### config.mk
export PLATFORM = sky130hd
export DESIGN_NAME = tx_cfg_ctrl
export DESIGN_NICKNAME = d
export VERILOG_FILES = /design/src/rtl/tx_cfg_ctrl.sv
export SDC_FILE = /design/constraint.sdc
export NUM_CORES = 1
export LEC_CHECK = 0
export ABC_AREA = 1
export BUFFER_PORTS_ARGS = -buffer_cell sky130_fd_sc_hd__buf_2
export CAP_MARGIN = 20
export CORE_MARGIN = 1
export CORE_UTILIZATION = 45
export DETAILED_ROUTE_END_ITERATION = 8
export GPL_TIMING_DRIVEN = 0
export PLACE_DENSITY = 0.69
export SETUP_SLACK_MARGIN = 0.5
export SYNTH_ARGS = -nofsm -noshare
export SYNTH_HDL_FRONTEND = slang
export SYNTH_SLANG_ARGS = --single-unit
### constraint.sdc
create_clock -name clk_61p44MHz -period 2.55 [get_ports clk_61p44MHz]
set_input_delay 0.1275 -clock clk_61p44MHz [delete_from_list [all_inputs] [get_ports clk_61p44MHz]]
set_output_delay 0.1275 -clock clk_61p44MHz [all_outputs]
set_load 0.005 [all_outputs]
### src/rtl/tx_cfg_ctrl.sv
`default_nettype none
// +--------------------------------------------------------------------------+
// | Module   : tx_cfg_ctrl                                                   |
// | Purpose  : Loads RCF coefficients from a host, then flushes and releases |
// |            the transmit chain.                                           |
// | Revision : 1.0                                                           |
// +--------------------------------------------------------------------------+
module tx_cfg_ctrl #(
    parameter int NTAPS     = 16,
    parameter int FLUSH_CYC = 64
) (
    input  logic        clk_61p44MHz,
    input  logic        reset,
    input  logic        cfg_start,
    input  logic        cfg_valid,
    input  logic [15:0] cfg_data,
    output logic        cfg_ready,
    output logic        rcf_we,
    output logic [15:0] rcf_coeff,
    output logic        chain_rst,
    output logic        tx_en,
    output logic        busy,
    output logic [19:0] coeff_sum
);

    localparam int               TAP_W      = $clog2(NTAPS) + 1;
    localparam logic [TAP_W-1:0] TAP_LAST   = TAP_W'(NTAPS - 1);
    localparam logic [9:0]       FLUSH_LAST = 10'(FLUSH_CYC - 1);

    typedef enum logic [1:0] {
        ST_IDLE  = 2'd0,
        ST_LOAD  = 2'd1,
        ST_FLUSH = 2'd2,
        ST_RUN   = 2'd3
    } state_t;

    state_t           state_q;
    logic [TAP_W-1:0] tap_cnt_q;
    logic [9:0]       flush_cnt_q;
    logic             cfg_ready_q;
    logic             rcf_we_q;
    logic [15:0]      rcf_coeff_q;
    logic             chain_rst_q;
    logic             tx_en_q;
    logic             busy_q;
    logic [19:0]      coeff_sum_q;
    logic [19:0]      coeff_sum_d;

    assign coeff_sum_d = coeff_sum_q + {{4{cfg_data[15]}}, cfg_data};

    always_ff @(posedge clk_61p44MHz or posedge reset) begin
        if (reset) begin
            state_q     <= ST_IDLE;
            tap_cnt_q   <= '0;
            flush_cnt_q <= '0;
            cfg_ready_q <= 1'b0;
            rcf_we_q    <= 1'b0;
            rcf_coeff_q <= '0;
            chain_rst_q <= 1'b1;
            tx_en_q     <= 1'b0;
            busy_q      <= 1'b0;
            coeff_sum_q <= '0;
        end else begin
            rcf_we_q <= 1'b0;
            // A start pulse wins over everything, including a word presented in the same cycle.
            if (cfg_start) begin
                state_q     <= ST_LOAD;
                tap_cnt_q   <= '0;
                flush_cnt_q <= '0;
                coeff_sum_q <= '0;
                cfg_ready_q <= 1'b1;
                busy_q      <= 1'b1;
                chain_rst_q <= 1'b1;
                tx_en_q     <= 1'b0;
            end else begin
                case (state_q)
                    ST_IDLE: begin
                        chain_rst_q <= 1'b1;
                        tx_en_q     <= 1'b0;
                        cfg_ready_q <= 1'b0;
                        busy_q      <= 1'b0;
                    end
                    ST_LOAD: begin
                        if (cfg_valid && cfg_ready_q) begin
                            rcf_we_q    <= 1'b1;
                            rcf_coeff_q <= cfg_data;
                            tap_cnt_q   <= tap_cnt_q + TAP_W'(1);
                            coeff_sum_q <= coeff_sum_d;
                            if (tap_cnt_q == TAP_LAST) begin
                                state_q     <= ST_FLUSH;
                                cfg_ready_q <= 1'b0;
                                flush_cnt_q <= '0;
                            end
                        end
                    end
                    ST_FLUSH: begin
                        // Counter value k marks flush cycle k+1, so the last value ends the hold.
                        if (flush_cnt_q == FLUSH_LAST) begin
                            state_q     <= ST_RUN;
                            chain_rst_q <= 1'b0;
                            tx_en_q     <= 1'b1;
                            busy_q      <= 1'b0;
                        end else begin
                            flush_cnt_q <= flush_cnt_q + 10'd1;
                        end
                    end
                    ST_RUN: begin
                        chain_rst_q <= 1'b0;
                        tx_en_q     <= 1'b1;
                    end
                    default: begin
                        state_q     <= ST_IDLE;
                        chain_rst_q <= 1'b1;
                        tx_en_q     <= 1'b0;
                        cfg_ready_q <= 1'b0;
                        busy_q      <= 1'b0;
                    end
                endcase
            end
        end
    end

    assign cfg_ready = cfg_ready_q;
    assign rcf_we    = rcf_we_q;
    assign rcf_coeff = rcf_coeff_q;
    assign chain_rst = chain_rst_q;
    assign tx_en     = tx_en_q;
    assign busy      = busy_q;
    assign coeff_sum = coeff_sum_q;

endmodule
`default_nettype wire

Word-level counts from Yosys, hierarchy flattened
Cells that the tools add are included.
- $add $sub $neg: 3
- eq/ne operators: 9
- reduce and logical (&&, ||, !) cells: 15
- multiplexer cells: 31
- bitwise gates (word level): 1
- operator list (cell ; count):
    two-way mux 20 bit ; 3
    two-way mux 10 bit ; 4
    adder 20 bit ; 1
    one-hot mux 10 bit (2 select lines) ; 1
    two-way mux 5 bit ; 3
    != test 3 bit, second input constant ; 4
    two-way mux 1 bit ; 11
    adder 10 x 1 -> 10 bit, second input constant ; 1
    equality test 10 x 6 -> 1 bit, second input constant ; 1
    nonzero test 3 bit ; 3
    two-way mux 2 bit ; 4
    AND reduction 4 bit ; 2
    one-hot mux 1 bit (3 select lines) ; 2
    AND reduction 2 bit ; 3
    AND reduction 3 bit ; 2
    adder 5 x 1 -> 5 bit, second input constant ; 1
    equality test 5 x 4 -> 1 bit, second input constant ; 1
    equality test 2 bit, second input constant ; 2
    one-hot mux 1 bit (2 select lines) ; 2
    one-hot mux 2 bit (2 select lines) ; 1
    nonzero test 2 bit ; 2
    nonzero test 4 bit ; 1
    equality test 2 x 1 -> 1 bit, second input constant ; 1
    logical NOT 2 bit ; 1
    other kinds (2) ; 2
- flip-flop bits (word level): 58
- input bits: 20
- output and inout bits: 41

Depth between registers and ports, before layout
Gate-level depths: netlist of the first run.
- depth after elaboration: 5
- mapped depth: 12
- depth with buffers taken out: 12

Least setup slack after synthesis of the first run
Ideal clock, no wire load.
- kind: register to register
- start point: register coeff_sum_q[0] (netlist: coeff_sum[0])
- end point: register coeff_sum_q[12] (netlist: coeff_sum[12])
- slack: 768 ps
- stages on the path, launching flop included: 11
- period minus slack after synthesis: 1782 ps
- arrival time: 1665 ps
- path buffers: 0
- cell sequence: dfrtp_1 ha_1 fa_1 nand3_1 nand3_1 nand2_1 nand3b_1 nand2_1 nand3b_1 nand3_1 nand2_1
- cells in the longest elaborated chain, start to end: 4
- ends and longest elaborated chain (item ; RTL line ; source):
    start, declared ; 46 ; logic [19:0] coeff_sum_q;
    start signal, assigned ; 88 ; coeff_sum_q <= coeff_sum_d;
    adder 20 bit ; 49 ; assign coeff_sum_d = coeff_sum_q + {{4{cfg_data[15]}}, cfg_data};
    two-way mux 20 bit ; 84 ; if (cfg_valid && cfg_ready_q) begin
    two-way mux 20 bit ; 76 ; case (state_q)
    two-way mux 20 bit ; 66 ; if (cfg_start) begin
No other way between the ends. The select of a mux whose other input is x is not followed.
A chain may end at the register's enable or synchronous reset.

Worst setup path after layout of the first run
- start point: register coeff_sum_q[0] (netlist: coeff_sum[0])
- end point: register coeff_sum_q[16] (netlist: coeff_sum[16])
Same word-level chain as after synthesis.

==> results of run 1 <==
[sequential cells by signal, indices dropped and copies added, names as in the netlist]
| signal | cells |
|---|---|
| rcf_coeff | 16 |
| chain_rst | 1 |
| coeff_sum | 20 |
| busy | 1 |
| rcf_we | 1 |
| cfg_ready | 1 |
| state_q | 2 |
| flush_cnt_q | 10 |
| tap_cnt_q | 5 |
| tx_en | 1 |
[synth_stat cells]
master	number
nand2_1	196
dfrtp_1	57
inv_1	47
nor2_1	36
nand3_1	29
a21oi_1	25
ha_1	22
o21ai_0	16
inv_2	9
nand3b_1	7
nand4_1	6
o21ai_1	6
a22o_1	4
buf_2	4
nor3_1	4
o22ai_1	4
xor2_1	3
buf_4	2
nand2_2	2
nor2_2	2
nor2_4	2
o21bai_1	2
a32o_1	1
and2_1	1
clkbuf_1	1
dfstp_2	1
fa_1	1
nand2_4	1
nor3_2	1
o21a_1	1
o31ai_1	1
or2_2	1
xnor2_1	1
[final timing paths]
check,endpoint,slack [ns],depth (start not counted)
setup / recovery,coeff_sum[16],0.62,10
hold / removal,rcf_coeff[4],0.007,3
setup reg to reg,coeff_sum[16],0.62,10
hold reg to reg,rcf_coeff[15],0.47,2
max in group asynchronous,chain_rst,1.59,4
min in group asynchronous,rcf_we,0.34,3
[power by group through the flow]
stage	registers, mW	clock network (mW)	logic, mW
after global placement	1.12	0	0.569
after floorplan	1.13	0	0.345
after detailed placement	1.12	0	0.580
final	1.10	0.853	0.585
after CTS	1.11	0.869	0.587
after global routing	1.12	0.905	0.669
[placed cells by master, fill, tap and decap left out, drive strengths merged]
master	n
nand2	199
buf	69
dfrtp	57
inv	56
nor2	40
nand3	29
a21oi	25
ha	22
o21ai	22
clkbuf	14
nand3b	7
nand4	6
nor3	5
o22ai	4
a22o	4
xor2	3
dlygate4sd3	3
o21bai	2
clkinv	2
and2	1
or2	1
a32o	1
o31ai	1
xnor2	1
o21a	1
fa	1
dfstp	1
bufinv	1
[repair_timing]
action | in CTS | in global routing
pin swaps | 0 | 2
hold endpoints to repair | 21 | 0
gates resized for setup | 1 | 4
setup endpoints to repair | 2 | 5
hold buffers | 3 | 0
buffers inserted | 0 | 2
[layout make-up]
class	count	area, sq um
Timing Repair Buffer	66	365
Clock inverter	3	40.0
Inverter	56	210
Tap cell	102	128
Clock buffer	13	149
Fill cell	782	3410
Buffer	7	38.8
Multi-Input combinational cell	375	1890
Sequential cell	58	1450
[routing by layer]
layer	global-route usage [%]	vias to the layer above
met5	0	-
li1	-	1749
met2	39.2	67
met1	28.8	1562
met3	3.35	18
met4	8.99	0
[stage by stage]
stage / utilization, % / hold WS [ns] / instances / instance area (sq um) / setup WS, ns
floorplan: - / 0.191 / 496 / 3570 / 0.768
detailed placement: 52.3 / 0.161 / 659 / 4020 / 0.455
global route: 55.6 / 0.0115 / 680 / 4270 / 0.470
CTS: 55.2 / 0.000684 / 678 / 4240 / 0.517
finish: 55.6 / 0.00672 / 680 / 4270 / 0.618
global placement: 52.1 / 0.345 / 658 / 4000 / 0.253
[worst register-to-register path, cell delays in order (launching register included)]
cell	delay [ns]
dfrtp_1	0.40
ha_2	0.21
fa_2	0.38
nand3_1	0.10
nand3_2	0.11
nand2_1	0.08
nand3b_1	0.17
nand2_2	0.14
nand3b_1	0.08
nand3_1	0.10
nand2_1	0.05
[cell families (layout without fill, tap and decap cells)]
family / after synthesis / count (layout) / synth area share, %
AOI/OAI and AO/OA: 60 / 60 / 9.38
xor gates and xnor gates: 4 / 4 / 0.980
adders and majority gates: 23 / 23 / 8.26
buffers and inverters: 63 / 145 / 6.97
DFF: 58 / 58 / 40.6
and+or+nand+nor: 288 / 288 / 33.8
==> metrics.yaml, run 1 <==
p_seq_share_pct: 43.4
fin_tns_setup_ns: 0
initial_utilization_pct: 46.5
routed_wl_um: 8710
crit_type: "flop to flop"
io_buffers: 60
postSynthCellCount: 496
drive_gt1_share_pct: 18.5
required_ns: 2.78
yosysWarnings: 0
worst_slew_pin_slew_ns: 0.454
area_growth_pct: 19.5
ys_types: 33
dp_hpwl_um: 6790
dieHeight_um: 91.1
critPathBufInv: 0
grt_pass1_wl_um: 15000
path_clk_slew_ns: 0.07
synth_area_leaders: "dfrtp_1 (40%), nand2_1 (21%), ha_1 (7.7%), inv_1 (4.9%), nand3_1 (4.1%)"
fin_crit_ns: 1.93
routed.top_layer: "met4"
startpoint_type: "flop"
clock-root-buffer: "clkbuf_8"
synth_top_area_cell: "dfrtp_1"
coreArea_sq_um: 7690
combPwrFrac_pct: 23.0
ir_worst_vdd_mv: 0.241
nets: 616
hold_viol_final: 0
finalPower_mw: 2.54
worstPathMaxFanout: 4
hold_path_class: "input pin to flop"
setup_viol: 0
drv_slew: 0
status: "finished clean"
gp_congestion: 0.937
via_per_inst: 4.99
met3_length_um: 312
ys_ff_latch: 58
fin_skew_ns: 0.00640
syn_avg_cell_area_sq_um: 7.21
antenna_found_initial: 0
cts_max_path_buffers: 2
grt_pass1_vias: 3222
p_switching_uw: 791
intPower_mw: 1.75
drt_iter0_markers: 108
cts_tree: "done"
routedWlPerCell_um: 12.8
critPathArrivalTime_ns: 2.16
yosys.area.top_type_share_pct: 39.9
cap_viol_max_count: 0
drt-pass1-iter-count: 5
swShare_pct: 31.1
htree_levels: 3
clock_latency_ns: 0.34
detail-route-antenna-nets: 0
worstPathCellList: "ha_2, fa_2, nand3_1, nand3_2, nand2_1, nand3b_1, nand2_2, nand3b_1, nand3_1, nand2_1"
post-route-period-util_pct: 75.8
grt.overflow.total: 0
synth_nets: 539
grt_max_degree: 40
drcViolationCount: 0
power-per-cell-area_nw_per_um2: 595
die_x_um: 91.1
syn_area_sq_um: 3570
fmax_mhz: 518
cpPeakStageDelay_ns: 0.40
crit_family: "simple AND/OR/NAND/NOR gates"
num_rows: 32
grt_usage_pct: 22.8
cp-end-kind: "flop"
m1WireLength_um: 4030
startpoint: "coeff_sum[0]"
clkPwrFrac_pct: 33.5
regToRegStartpoint: "coeff_sum[0]"
rsz0062_at_grt: "true"
cellLeakagePower_nw: 2.42
min_from: "cfg_data[4]"
ys_seq_area_share_pct: 40.6
io_pins: 61
numCtsBuffers: 9
wl_met2_um: 4200
die_area_sq_um: 8300
critPathSlowestCell: "dfrtp_1"
vias: 3396
relSlewSlack_pct: 69.7
cts_sinks: 58
antenna_cells: 0
(Power assumes the default switching activity.)
==> run 2: changes to the inputs <==
--- a/config.mk
+++ b/config.mk
@@ -5,7 +5,7 @@
 export SDC_FILE = /design/constraint.sdc
 export NUM_CORES = 1
 export LEC_CHECK = 0
-export ABC_AREA = 1
+export ABC_AREA = 0
 export BUFFER_PORTS_ARGS = -buffer_cell sky130_fd_sc_hd__buf_2
 export CAP_MARGIN = 20
 export CORE_MARGIN = 1
==> constraint.sdc (replaced) <==
create_clock -name clk_61p44MHz -period 1.8 [get_ports clk_61p44MHz]
set_input_delay 0.09 -clock clk_61p44MHz [delete_from_list [all_inputs] [get_ports clk_61p44MHz]]
set_output_delay 0.09 -clock clk_61p44MHz [all_outputs]
set_load 0.005 [all_outputs]
==> run 2 against run 1 <==
Against the previous run:
- the run now ends with setup timing left
- setup slack lost 1.2 ns
- register-to-register slack lost 1.2 ns
- count of clock-buffer cells in the layout shrank 1
- clock skew is essentially flat
- global-route usage grew 5.4 points
- area after synthesis shrank 0.56%
- design area grew 36%
- highest routed layer unchanged
==> metrics.yaml, run 2 <==
num_rows: 32  # unchanged
detail-route-antenna-nets: 0  # unchanged
cts_tree: "done"  # unchanged
antenna_found_initial: 0  # unchanged
dp_hpwl_um: 6560  # was 6790 um
ys_seq_area_share_pct: 40.9  # was 40.6%
crit_type: "flop to flop"  # unchanged
cellLeakagePower_nw: 2.62  # was 2.42 nW
via_per_inst: 6.01  # was 4.99
power-per-cell-area_nw_per_um2: 880  # was 595 nW/um^2
gp_congestion: 0.869  # was 0.937
grt_pass1_wl_um: 18300  # was 15000 um
critPathSlowestCell: "dfrtp_1"  # unchanged
die_area_sq_um: 8260  # was 8300 sq um
fin_skew_ns: 0.00610  # was 0.00640 ns
routedWlPerCell_um: 20.1  # was 12.8 um
synth_top_area_cell: "dfrtp_1"  # unchanged
htree_levels: 3  # unchanged
clock_latency_ns: 0.36  # was 0.34 ns
worst_slack_ns: -0.541  # was 0.618 ns
ys_types: 65  # was 33
critPathArrivalTime_ns: 2.58  # was 2.16 ns
yosysWarnings: 0  # unchanged
grt_pass1_vias: 3677  # was 3222
most-common-layout-cells: "buf_2 (60), dfrtp_1 (54), buf_4 (39), nand2_1 (31)"  # was nand2_1 (195), buf_2 (64), dfrtp_1 (57), inv_1 (46), nor2_1 (36)
post-route-period-util_pct: 130  # was 75.8%
grt.overflow.total: 0  # unchanged
rsz0062_at_grt: "true"  # unchanged
pre_cts_ws_ns: -0.573  # was 0.455 ns
routed_wl_um: 12400  # was 8710 um
initial_utilization_pct: 46.2  # was 46.5%
cts_sinks: 58  # unchanged
postSynthCellCount: 375  # was 496
critPathBufInv: 2  # was 0
yosys.area.top_type_share_pct: 40.1  # was 39.9%
drt_iter0_markers: 269  # was 108
vias: 3711  # was 3396
hold_path_class: "input pin to flop"  # unchanged
setup_viol: 18  # was 0
drt-pass1-iter-count: 5  # unchanged
ys_ff_latch: 58  # unchanged
fin_tns_setup_ns: -4.92  # was 0 ns
numCtsBuffers: 9  # unchanged
worstPathCellList: "ha_1, buf_6, nand4_1, buf_4, o2bb2ai_4, a2111oi_4, nor4bb_4, mux2_4"  # was ha_2, fa_2, nand3_1, nand3_2, nand2_1, nand3b_1, nand2_2, nand3b_1, nand3_1, nand2_1
fmax_mhz: 427  # was 518 MHz
cts_max_path_buffers: 2  # unchanged
required_ns: 2.04  # was 2.78 ns
grt_usage_pct: 28.2  # was 22.8%
relSlewSlack_pct: 57.6  # was 69.7%
synth_top_flop_cell: "dfrtp_1"  # unchanged
dp_cells: 538  # was 659
path_clk_slew_ns: 0.07  # about the same
largest_reg_flops: 20  # unchanged
cp-end-kind: "flop"  # unchanged
final_common_cell: "buf_2"  # was nand2_1
startpoint_type: "flop"  # unchanged
nets: 553  # was 616
drive_gt1_share_pct: 55.3  # was 18.5%
coreArea_sq_um: 7690  # unchanged
drv_slew: 0  # unchanged
synth_edf_count: 0  # unchanged
antenna_cells: 0  # unchanged
io_buffers: 60  # unchanged
syn_area_sq_um: 3550  # was 3570 sq um
post_dp_cell_area_sq_um: 4260  # was 4020 sq um
design_area_sq_um: 5830  # was 4270 sq um
hold_viol_final: 0  # unchanged
clock-root-buffer: "clkbuf_8"  # unchanged
die_x_um: 90.9  # was 91.1 um
holdWs_ns: 0.0112  # was 0.00672 ns
ir_worst_vdd_mv: 0.549  # was 0.241 mV
crit_family: "simple AND/OR/NAND/NOR gates"  # unchanged
syn_avg_cell_area_sq_um: 9.48  # was 7.21 sq um
instances_no_fill: 617  # was 680
fin_crit_ns: 2.34  # was 1.93 ns
status: "finished with violations"  # was finished clean
cpPeakStageDelay_ns: 0.43  # was 0.40 ns
io_pins: 61  # unchanged
cap_viol_max_count: 0  # unchanged
async_flop_share_pct: 100  # unchanged
post-synth-top-count-cell: "dfrtp_1"  # was nand2_1
grt_max_degree: 39  # was 40
worstPathMaxFanout: 9  # was 4
worst_slew_pin_slew_ns: 0.636  # was 0.454 ns
dieHeight_um: 90.9  # was 91.1 um
synth_nets: 418  # was 539
synth_area_leaders: "dfrtp_1 (40%), ha_1 (7.7%), mux2_2 (5.1%), nand2_1 (4.2%), a21oi_1 (3.9%)"  # was dfrtp_1 (40%), nand2_1 (21%), ha_1 (7.7%), inv_1 (4.9%), nand3_1 (4.1%)
drcViolationCount: 0  # unchanged
area_growth_pct: 64.0  # was 19.5%
synthTopCellsByCount: "dfrtp_1 (57), nand2_1 (40), a21oi_1 (28)"  # was nand2_1 (196), dfrtp_1 (57), inv_1 (47)
violations: "setup timing"
-- run 2: stage by stage --
stage	util [%]	power (mW)
CTS	69.9	4.78
global route	75.8	5.35
detailed placement	55.5	2.94
global placement	55.2	2.90
finish	75.8	5.13
floorplan	-	2.52
-- run 2: cells by family after synthesis --
family / synth area share (%)
and+or+nand+nor: 18.9
AOI/OAI and AO/OA: 19.9
DFF: 40.9
buffers and inverters: 3.94
adders and majority gates: 8.31
muxes: 5.67
xor gates and xnor gates: 2.46
-- run 2: path summary, 6_finish.rpt --
kind / startpoint / end / slack [ns] / cells past startpoint
min reg2reg: rcf_coeff[9] / rcf_coeff[9] / 0.51 / 1
max in group asynchronous: reset / coeff_sum[1] / 0.93 / 4
max: coeff_sum[12] / coeff_sum[19] / -0.54 / 8
max reg2reg: coeff_sum[12] / coeff_sum[19] / -0.54 / 8
min: cfg_data[14] / rcf_coeff[14] / 0.01 / 2
min in group asynchronous: reset / tx_en / 0.31 / 3
-- run 2: timing repair --
action | CTS | global route
endpoints found under the hold margin | 23 | 0
pin swaps | 42 | 40
hold buffers | 5 | 0
cloned | 4 | 2
buffers inserted | 34 | 18
gates resized for setup | 102 | 61
endpoints found under the setup margin | 58 | 58
-- run 2: layout make-up --
type	count	area, sq um
Tap cell	102	128
Fill cell	495	1860
Buffer	18	244
Inverter	9	40.0
Sequential cell	58	1460
Clock inverter	4	73.8
Timing Repair Buffer	124	970
Multi-Input combinational cell	290	2760
Clock buffer	12	155
-- run 2: routing by layer --
metal	global-route usage (%)	vias up	part of all wire, %
met5	0	-	0
met4	15.1	0	5.0
met3	4.46	68	7.1
met1	34.5	1796	39
li1	-	1653	-
met2	47.7	194	49
-- run 2: where the power goes --
part	switching [mW]	internal [mW]
combinational	1.02	1.08
sequential	0.133	1.48
clock	0.572	0.856
